--- src/rtl/rst_seq.sv ---
// Reset sequencer: resynchronizes PLL lock, waits for a stable-lock hold period,
// then releases the per-domain resets lowest index first, spaced by GAP cycles.
module rst_seq #(
   parameter int STAGES    = 3,
   parameter int HOLD      = 200,
   parameter int GAP       = 16,
   parameter int LOCK_SYNC = 2
) (
   input  logic              clk_i,
   input  logic              rst_i,
   input  logic              lock_i,
   output logic [STAGES-1:0] rst_o,
   output logic              done_o
);

   localparam int MAXC = (HOLD > GAP) ? HOLD : GAP;
   localparam int CW   = $clog2(MAXC + 1);
   localparam int IW   = (STAGES > 1) ? $clog2(STAGES) : 1;

   localparam logic [CW-1:0] HOLD_LAST = CW'(HOLD - 1);
   localparam logic [CW-1:0] GAP_LAST  = CW'(GAP - 1);
   localparam logic [CW-1:0] CNT_ONE   = CW'(1);
   localparam logic [IW-1:0] IDX_ONE   = IW'(1);
   // Index of the last bit already released when the final REL step fires
   localparam logic [IW-1:0] IDX_PEN   = IW'((STAGES >= 2) ? (STAGES - 2) : 0);

   typedef enum logic [1:0] {
      S_WAIT = 2'd0,
      S_HOLD = 2'd1,
      S_REL  = 2'd2,
      S_DONE = 2'd3
   } state_t;

   state_t                r_state;
   logic [CW-1:0]         r_cnt;
   logic [IW-1:0]         r_idx;
   logic [STAGES-1:0]     r_rst;
   logic                  r_done;
   logic [LOCK_SYNC-1:0]  r_lock_sync;
   logic                  w_lock_s;

   // Lock resynchronizer chain, cleared while the upstream reset is asserted
   always_ff @(posedge clk_i) begin
      if (rst_i) begin
         r_lock_sync <= {LOCK_SYNC{1'b0}};
      end else begin
         r_lock_sync[0] <= lock_i;
         for (int i = 1; i < LOCK_SYNC; i++) begin
            r_lock_sync[i] <= r_lock_sync[i-1];
         end
      end
   end

   assign w_lock_s = r_lock_sync[LOCK_SYNC-1];

   // Sequencing FSM; rst_o stays a thermometer code because bits only ever shift out from bit 0
   always_ff @(posedge clk_i) begin
      if (rst_i) begin
         r_state <= S_WAIT;
         r_cnt   <= {CW{1'b0}};
         r_idx   <= {IW{1'b0}};
         r_rst   <= {STAGES{1'b1}};
         r_done  <= 1'b0;
      end else begin
         case (r_state)
            S_WAIT: begin
               r_rst  <= {STAGES{1'b1}};
               r_done <= 1'b0;
               r_cnt  <= {CW{1'b0}};
               r_idx  <= {IW{1'b0}};
               if (w_lock_s) begin
                  r_state <= S_HOLD;
               end else begin
                  r_state <= S_WAIT;
               end
            end
            S_HOLD: begin
               if (!w_lock_s) begin
                  r_state <= S_WAIT;
                  r_cnt   <= {CW{1'b0}};
               end else if (r_cnt == HOLD_LAST) begin
                  r_cnt <= {CW{1'b0}};
                  r_idx <= {IW{1'b0}};
                  r_rst <= r_rst << 1'b1;
                  if (STAGES == 1) begin
                     r_state <= S_DONE;
                     r_done  <= 1'b1;
                  end else begin
                     r_state <= S_REL;
                  end
               end else begin
                  r_cnt <= r_cnt + CNT_ONE;
               end
            end
            S_REL: begin
               // Lock loss outranks a terminal count in the same cycle
               if (!w_lock_s) begin
                  r_state <= S_WAIT;
                  r_cnt   <= {CW{1'b0}};
                  r_idx   <= {IW{1'b0}};
                  r_rst   <= {STAGES{1'b1}};
                  r_done  <= 1'b0;
               end else if (r_cnt == GAP_LAST) begin
                  r_cnt <= {CW{1'b0}};
                  r_idx <= r_idx + IDX_ONE;
                  r_rst <= r_rst << 1'b1;
                  if (r_idx == IDX_PEN) begin
                     r_state <= S_DONE;
                     r_done  <= 1'b1;
                  end else begin
                     r_state <= S_REL;
                  end
               end else begin
                  r_cnt <= r_cnt + CNT_ONE;
               end
            end
            S_DONE: begin
               if (!w_lock_s) begin
                  r_state <= S_WAIT;
                  r_cnt   <= {CW{1'b0}};
                  r_idx   <= {IW{1'b0}};
                  r_rst   <= {STAGES{1'b1}};
                  r_done  <= 1'b0;
               end else begin
                  r_rst  <= {STAGES{1'b0}};
                  r_done <= 1'b1;
               end
            end
            default: begin
               r_state <= S_WAIT;
               r_cnt   <= {CW{1'b0}};
               r_idx   <= {IW{1'b0}};
               r_rst   <= {STAGES{1'b1}};
               r_done  <= 1'b0;
            end
         endcase
      end
   end

   assign rst_o  = r_rst;
   assign done_o = r_done;

endmodule

--- config.mk ---
export PLATFORM = sky130hd
export DESIGN_NAME = rst_seq
export DESIGN_NICKNAME = d
export VERILOG_FILES = /design/src/rtl/rst_seq.sv
export SDC_FILE = /design/constraint.sdc
export NUM_CORES = 1
export LEC_CHECK = 0
export ABC_AREA = 1
export CAP_MARGIN = 20
export CORE_MARGIN = 1
export CORE_UTILIZATION = 40
export DETAILED_ROUTE_END_ITERATION = 12
export SLEW_MARGIN = 40
export SYNTH_ARGS = -nofsm -noshare
export SYNTH_HDL_FRONTEND = slang
export SYNTH_SLANG_ARGS = --single-unit
--- constraint.sdc ---
create_clock -name clk_i -period 1.97 [get_ports clk_i]
set_clock_uncertainty 0.2 [all_clocks]
set_input_delay 0.394 -clock clk_i [delete_from_list [all_inputs] [get_ports clk_i]]
set_output_delay 0.394 -clock clk_i [all_outputs]
set_load 0.01 [all_outputs]
Word level (Yosys, flattened, before mapping)
Cells that the tools add are included.
W data, S select, Z words.

operators by class
  add/subtract/negate cells = 2
  reductions and logical operators = 6
  multiplexer cells = 30
  equality and inequality tests = 12

operators with widths
  kind                   number
  $mux W8                5
  $pmux W8 S4            1
  $mux W2                9
  $pmux W2 S4            2
  $mux W3                5
  $pmux W3 S4            1
  $ne A3 B3 Y1 const B   3
  $reduce_and A3 Y1      3
  $add A8 B1 Y8 const B  1
  $eq A8 B4 Y1 const B   1
  $eq A8 B8 Y1 const B   1
  $mux W1                6
  $ne A2 B2 Y1 const B   3
  $eq A2 B1 Y1 const B   2
  $eq A2 B2 Y1 const B   2
  $reduce_and A4 Y1      1
  $pmux W1 S3            1
  $reduce_bool A3 Y1     1
  $add A2 B1 Y2 const B  1
  $logic_not A2 Y1       1

word-level totals
  output and inout bits = 4
  bits of input ports = 3
  logic and storage cells = 56
  flip-flop bits (word level) = 18

Logic depth before layout (Yosys ltp)
Gate-level depths: netlist of the first run.

  word-level depth = 5
  mapped depth = 9
  mapped depth without buffers = 9

Worst setup path after synthesis of the first run
No wires, ideal clock.

  path type = reg2reg
  from = register r_state[0]
  to = register r_cnt[6]
  period minus slack after synthesis = 1.550 ns
  path buffers = 0
  stages on the path, launching flop included = 9
  required time = 1.653 ns
  setup slack = 0.420 ns
  arrival time = 1.233 ns
  library setup time = 0.117 ns
  path through = dfxtp_1 inv_1 ha_1 nand2_2 inv_1 o21ai_2 nand2_1 a21oi_2 nor2_1

between the ends
  cells in the longest elaborated chain, start to end = 2
  elaborated cells on any way between the ends = 6
  those cells by class = eq/ne: 4; mux: 1; reduce/logical: 1

ends and longest elaborated chain
  item                                         line  RTL
  start, declared                              34    state_t r_state;
  start signal, assigned                       59    r_state <= S_WAIT;
  start signal, assigned                       72    r_state <= S_HOLD;
  start signal, assigned                       74    r_state <= S_WAIT;
  $eq A2 B2 Y1 (tied with other cells)         65    case (r_state)
  $pmux W8 S4 or $ne A2 B2 Y1 (tied branches)  n/a
  end signal, assigned                         60    r_cnt <= {CW{1'b0}};
  end signal, assigned                         69    r_cnt <= {CW{1'b0}};
  end signal, assigned                         80    r_cnt <= {CW{1'b0}};
  end, declared                                35    logic [CW-1:0] r_cnt;

Parallel ways exist; a longest one is shown, timed or not.
A chain may end at the register's enable or synchronous reset.

Worst setup path after layout of the first run
  from = register r_rst[1], in the netlist rst_o[1]
  to = output port rst_o[1]

RTL lines
  item                    line  RTL
  start, declared         37    logic [STAGES-1:0] r_rst;
  start signal, assigned  62    r_rst <= {STAGES{1'b1}};
  start signal, assigned  67    r_rst <= {STAGES{1'b1}};
  start signal, assigned  84    r_rst <= r_rst << 1'b1;
  end, declared           12    output logic [STAGES-1:0] rst_o,

No word-level cell between the ends.

==> flow_metrics.env, run 1 <==
export IMPL_min_period_ns=1.82
export IMPL_tightest_slew_ns=0.375
export IMPL_synth_common_cells="nand2_1 (44), nor2_1 (27), inv_1 (20)"
export IMPL_ys_warn_count=0
export IMPL_hold_viol_final=0
export IMPL_design_area_mm2=0.00118
export IMPL_root_buffer="clkbuf_4"
export IMPL_relSlewSlack=0.750
export IMPL_final_util=0.477
export IMPL_cts_resized=0
export IMPL_routabilityCongestion=0.875
export IMPL_vias=1028
export IMPL_syn_nets=172
export IMPL_place_inst=197
export IMPL_fillers=272
export IMPL_ant_nets=0
export IMPL_static_leakage_power_nw=0.570
export IMPL_wl_mm=2.25
export IMPL_io_pins=7
export IMPL_ys_ff_latch=18
export IMPL_worstPathRequired_ns=1.38
export IMPL_cap_violations=0
export IMPL_grt_overflow_total=0
export IMPL_netlist_instances=163
export IMPL_worst_ir_drop_vdd_mv=0.454
export IMPL_synth_top_area_share=0.342
export IMPL_cts_tree="done"
export IMPL_hold_path_class="reg -> reg"
export IMPL_crit_type="reg -> out"
export IMPL_final_cells=201
export IMPL_fin_nets=181
export IMPL_cp_arrival_ns=1.22
export IMPL_dr_pass1_iters=4
export IMPL_syn_area_mm2=0.00105
export IMPL_dpl_worst_slack_ns=0.241
export IMPL_route_detailed_drc=0
export IMPL_initial_core_util=0.426
export IMPL_die_h_um=53.4
export IMPL_synth_area_per_cell_um2=6.47
export IMPL_h_tree_depth=1
export IMPL_numCtsBuffers=3
export IMPL_path_cells="clkdlybuf4s50_1"
export IMPL_end_kind="output pin"
export IMPL_synth_edff_count=0
export IMPL_rows=18
export IMPL_vias_per_cell=5.11
export IMPL_synth_largest_area_cell="dfxtp_1"
export IMPL_dieArea_mm2=0.00285
export IMPL_run_status="complete, no violations"
export IMPL_cts_max_path_buffers=2
export IMPL_clock_fmax_mhz=550
export IMPL_yosys_cell_types_count=23
export IMPL_syn2layout_area_growth_pct=12.0
export IMPL_grt_max_degree=12
export IMPL_cpMaxStageDelayCell="clkdlybuf4s50_1"
export IMPL_die_width_um=53.4
export IMPL_clkSinkCount=18
export IMPL_fin_tns_setup_ns=0
export IMPL_port_buffer_count=6
export IMPL_crit_path_max_incr_delay_ns=0.55
export IMPL_dpl_hpwl_mm=1.70
export IMPL_cp_num_buf_inv=1
export IMPL_period_share=0.923
export IMPL_hold_buffers=0
export IMPL_async_reset_ff_frac=0
export IMPL_total_power_uw=656
export IMPL_drtIter0Drc=34
export IMPL_synth_area_top_cells="dfxtp_1 (34%), nand2_1 (16%), nor2_1 (9.6%)"
export IMPL_post_cts_buffers=0
export IMPL_worstPathMaxFanout=3
export IMPL_critPathTopFamily="buffers and inverters"
export IMPL_grt_pass1_vias=911
export IMPL_cp_start_kind="flip-flop"
export IMPL_path_clk_slew_ns=0.11
export IMPL_powerDensity_mw_per_mm2=555
export IMPL_hold_worst_slack_ns=0.214
export IMPL_grt_first_pass_wirelength_mm=3.86
export IMPL_seq_area_frac_synth=0.342
export IMPL_multi_input_area_um2=601
export IMPL_core_area_mm2=0.00248
export IMPL_place_area_mm2=0.00114
export IMPL_wl_per_cell_um=11.2
export IMPL_synth_most_common_cell="nand2_1"
export IMPL_drive_gt1_frac=0.0760
export IMPL_ys_flop_type="dfxtp_1"
export IMPL_seqCellArea_um2=360
export IMPL_grt_usage=0.186
export IMPL_setup_ws_ns=0.152
export IMPL_rsz0062_at_grt="false"
export IMPL_setup_viol=0
export IMPL_antenna_found_initial=0
export IMPL_slew_viol_final=0
export IMPL_diodes=0
export IMPL_insertion_delay_ns=0.30
## path summary, 6_finish.rpt
check | start | end | slack, ns | cells after the start
max | rst_o[1] | rst_o[1] | 0.15 | 1
min | r_lock_sync[0] | r_lock_sync[1] | 0.21 | 2
max reg2reg | r_state[0] | r_cnt[6] | 0.22 | 8
min reg2reg | r_lock_sync[0] | r_lock_sync[1] | 0.21 | 2
## report_power, final
group | internal [mW] | switching [mW] | total [mW]
clock | 0.113 | 0.125 | 0.238
sequential | 0.370 | 0.00553 | 0.376
combinational | 0.0187 | 0.0237 | 0.0424
total | 0.501 | 0.154 | 0.656
## state kept, by name, summed over array words and instances (netlist names)
name         cells
r_cnt            8
rst_o            3
r_idx            2
r_lock_sync      2
r_state          2
done_o           1
## layout by cell type (no fill, tap or decap)
cell and count:
nand4_1 1, nand2_4 1, dfxtp_1 18, inv_1 20
nor3_2 1, ha_1 6, o21ai_2 1, o21ai_0 7
nand2_1 44, o21a_1 1, nand3_1 15, inv_2 1
nand3b_1 1, o211ai_1 3, nor2_1 27, a21oi_2 1
clkdlybuf4s50_1 6, nand2_2 1, nor3_1 1, clkbuf_8 1
buf_4 1, clkbuf_4 3, a31oi_1 2, or2_2 2
a21oi_1 6
## metal layers
layer | global-route usage | wire (um)
met1 | 0.250 | 1150
met2 | 0.290 | 989
met3 | 0.0345 | 99
met4 | 0.0658 | 10
met5 | 0 | 0
## cell families after synthesis
family | synth area share
simple gates | 0.380
buf+inv | 0.0890
compound gates | 0.119
flops | 0.342
fa+ha+maj | 0.0712
## layout make-up
class	instances	share of cell area
multi-input combinational	121	0.508
sequential	18	0.305
inverter	21	0.0667
timing repair buffer	7	0.0572
tap	30	0.0318
clock buffer	4	0.0307
## worst min-delay path: cells and delay by family (launching register included)
family                 cells  cell delay, ns
DFF                        1            0.32
and+or+nand+nor            1            0.03
buffers and inverters      1            0.04
No activity file was read; power rests on OpenSTA's default activity.
==> run 2: changes to the inputs <==
--- a/config.mk
+++ b/config.mk
@@ -10,6 +10,7 @@
 export CORE_MARGIN = 1
 export CORE_UTILIZATION = 40
 export DETAILED_ROUTE_END_ITERATION = 12
+export SETUP_SLACK_MARGIN = 0.1
 export SLEW_MARGIN = 40
 export SYNTH_ARGS = -nofsm -noshare
 export SYNTH_HDL_FRONTEND = slang
==> run 2 against run 1 <==
- non-clock buffer count stayed put
- sequential share of layout area is 0.055 points lower
- die area stayed put
- wire length is 0.58% lower
- clock power hardly changed
- final cell count stayed put
- combinational power is 0.9% higher
==> flow_metrics.env, run 2 (synthesis results as in run 1) <==
export IMPL_run_status="complete, no violations"
export IMPL_wl_mm=2.24
export IMPL_hold_path_class="reg -> reg"
export IMPL_dpl_worst_slack_ns=0.241
export IMPL_clock_fmax_mhz=549
export IMPL_regMostFlops="r_cnt"
export IMPL_cts_tree="done"
export IMPL_seqPwrFrac=0.571
export IMPL_grt_usage=0.186
export IMPL_cp_arrival_ns=1.23
export IMPL_cts_max_path_buffers=2
export IMPL_ant_nets=0
export IMPL_min_period_ns=1.82
export IMPL_clkSinkCount=18
export IMPL_worstPathRequired_ns=1.38
export IMPL_powerDensity_mw_per_mm2=554
export IMPL_routabilityCongestion=0.875
export IMPL_slew_viol_final=0
export IMPL_final_cells=201
export IMPL_numCtsBuffers=3
export IMPL_setup_ws_ns=0.148
export IMPL_swShare=0.237
export IMPL_antenna_found_initial=0
export IMPL_hold_buffers=0
export IMPL_rsz0062_at_grt="false"
export IMPL_largest_reg_flops=8
export IMPL_drtIter0Drc=31
export IMPL_cp_start_kind="flip-flop"
export IMPL_grt_max_degree=12
export IMPL_dieArea_mm2=0.00285
export IMPL_syn2layout_area_growth_pct=12.6
export IMPL_path_clk_slew_ns=0.11
export IMPL_wl_per_cell_um=11.1
export IMPL_cp_num_buf_inv=1
export IMPL_crit_type="reg -> out"
export IMPL_rows=18
export IMPL_setup_viol=0
export IMPL_drive_gt1_frac=0.0936
export IMPL_vias_per_cell=5.10
export IMPL_vias=1025
export IMPL_internal_power_uw=502
export IMPL_grt_overflow_total=0
export IMPL_worst_ir_drop_vdd_mv=0.458
export IMPL_io_pins=7
export IMPL_cap_violations=0
export IMPL_ff2ff_path_depth=8
export IMPL_root_buffer="clkbuf_4"
export IMPL_route_detailed_drc=0
export IMPL_port_buffer_count=6
export IMPL_die_h_um=53.4
export IMPL_static_leakage_power_nw=0.570
export IMPL_grtUsageMet1=0.250
export IMPL_grt_busiest_layer="met2"
export IMPL_grt_first_pass_wirelength_mm=3.86
export IMPL_end_kind="output pin"
export IMPL_layout_common_cells="nand2_1 (42), nor2_1 (27), inv_1 (20)"
export IMPL_relSlewSlack=0.744
export IMPL_grt_pass1_vias=911
export IMPL_h_tree_depth=1
export IMPL_pwr_share_clk=0.364
export IMPL_use_met3=0.0345
export IMPL_hold_viol_final=0
export IMPL_insertion_delay_ns=0.30
export IMPL_critPathTopFamily="buffers and inverters"
export IMPL_place_area_mm2=0.00114
export IMPL_crit_path_max_incr_delay_ns=0.55
export IMPL_combPwrFrac=0.065
export IMPL_dr_pass1_iters=4
export IMPL_tightest_slew_ns=0.384
export IMPL_core_area_mm2=0.00248
export IMPL_design_area_mm2=0.00119
export IMPL_fillers=272
export IMPL_initial_core_util=0.426
export IMPL_period_share=0.925
export IMPL_hold_depth=2
export IMPL_cp_depth=1
export IMPL_die_width_um=53.4
export IMPL_power_switching_uw=156
export IMPL_worstPathMaxFanout=3
export IMPL_dpl_hpwl_mm=1.70
export IMPL_fin_tns_setup_ns=0
export IMPL_grtUsageMet2=0.290
export IMPL_place_inst=197
export IMPL_layout_commonest_cell="nand2_1"
export IMPL_path_cells="clkdlybuf4s50_1"
export IMPL_cpMaxStageDelayCell="clkdlybuf4s50_1"
export IMPL_fin_nets=181
export IMPL_diodes=0
run 2: cell types whose count changed in the layout (fill, tap and decap cells not counted):
cell | before | now
dfxtp_2 | 0 | 1
nand2_1 | 44 | 42
dfxtp_1 | 18 | 17
nand2_2 | 1 | 3
run 2: metrics by stage:
stage / util / hold slack [ns] / total power, mW
finish: 0.479 / 0.215 / 0.658
global route: 0.479 / 0.223 / 0.688
global placement: 0.462 / 0.197 / 0.426
detailed placement: 0.462 / 0.200 / 0.426
CTS: 0.477 / 0.216 / 0.662
floorplan: - / 0.188 / 0.410
run 2: layer usage:
metal,routed length (um),share of wire
met5,0,0
met4,22,0.0098
met3,97,0.043
met2,992,0.44
met1,1130,0.50
run 2: area by class of cell:
class | count | area [um^2] | area share
clock buffers | 4 | 36.3 | 0.0306
inverters | 21 | 78.8 | 0.0664
multi-input cells | 121 | 606 | 0.510
flip-flops and latches | 18 | 362 | 0.305
well taps | 30 | 37.5 | 0.0316
repair buffers | 7 | 67.6 | 0.0569
run 2: what timing repair did:
item / 4_1_cts / 5_1_grt
setup buffers: 0 / 0
endpoints found under the setup margin: 0 / 3
resized for setup: 0 / 3
run 2: power by group through the flow:
| stage | registers [mW] | logic (mW) | clock network, mW |
|---|---|---|---|
| after detailed placement | 0.384 | 0.0425 | 0 |
| after CTS | 0.376 | 0.0428 | 0.244 |
| after floorplan | 0.382 | 0.0277 | 0 |
| after global routing | 0.376 | 0.0489 | 0.262 |
| after global placement | 0.384 | 0.0426 | 0 |
| final | 0.376 | 0.0428 | 0.240 |
run 2: final timing paths:
path / end / slack (ns) / from
setup / recovery: rst_o[1] / 0.15 / rst_o[1]
hold / removal: r_lock_sync[1] / 0.21 / r_lock_sync[0]
setup reg to reg: r_cnt[6] / 0.25 / r_state[0]
hold reg to reg: r_lock_sync[1] / 0.21 / r_lock_sync[0]
run 2: worst min-delay path: cells and delay by family, from the launching register on:
family                 cells  cell delay (ns)
buffers and inverters      1             0.04
AND/OR/NAND/NOR            1             0.03
flip-flops                 1             0.32
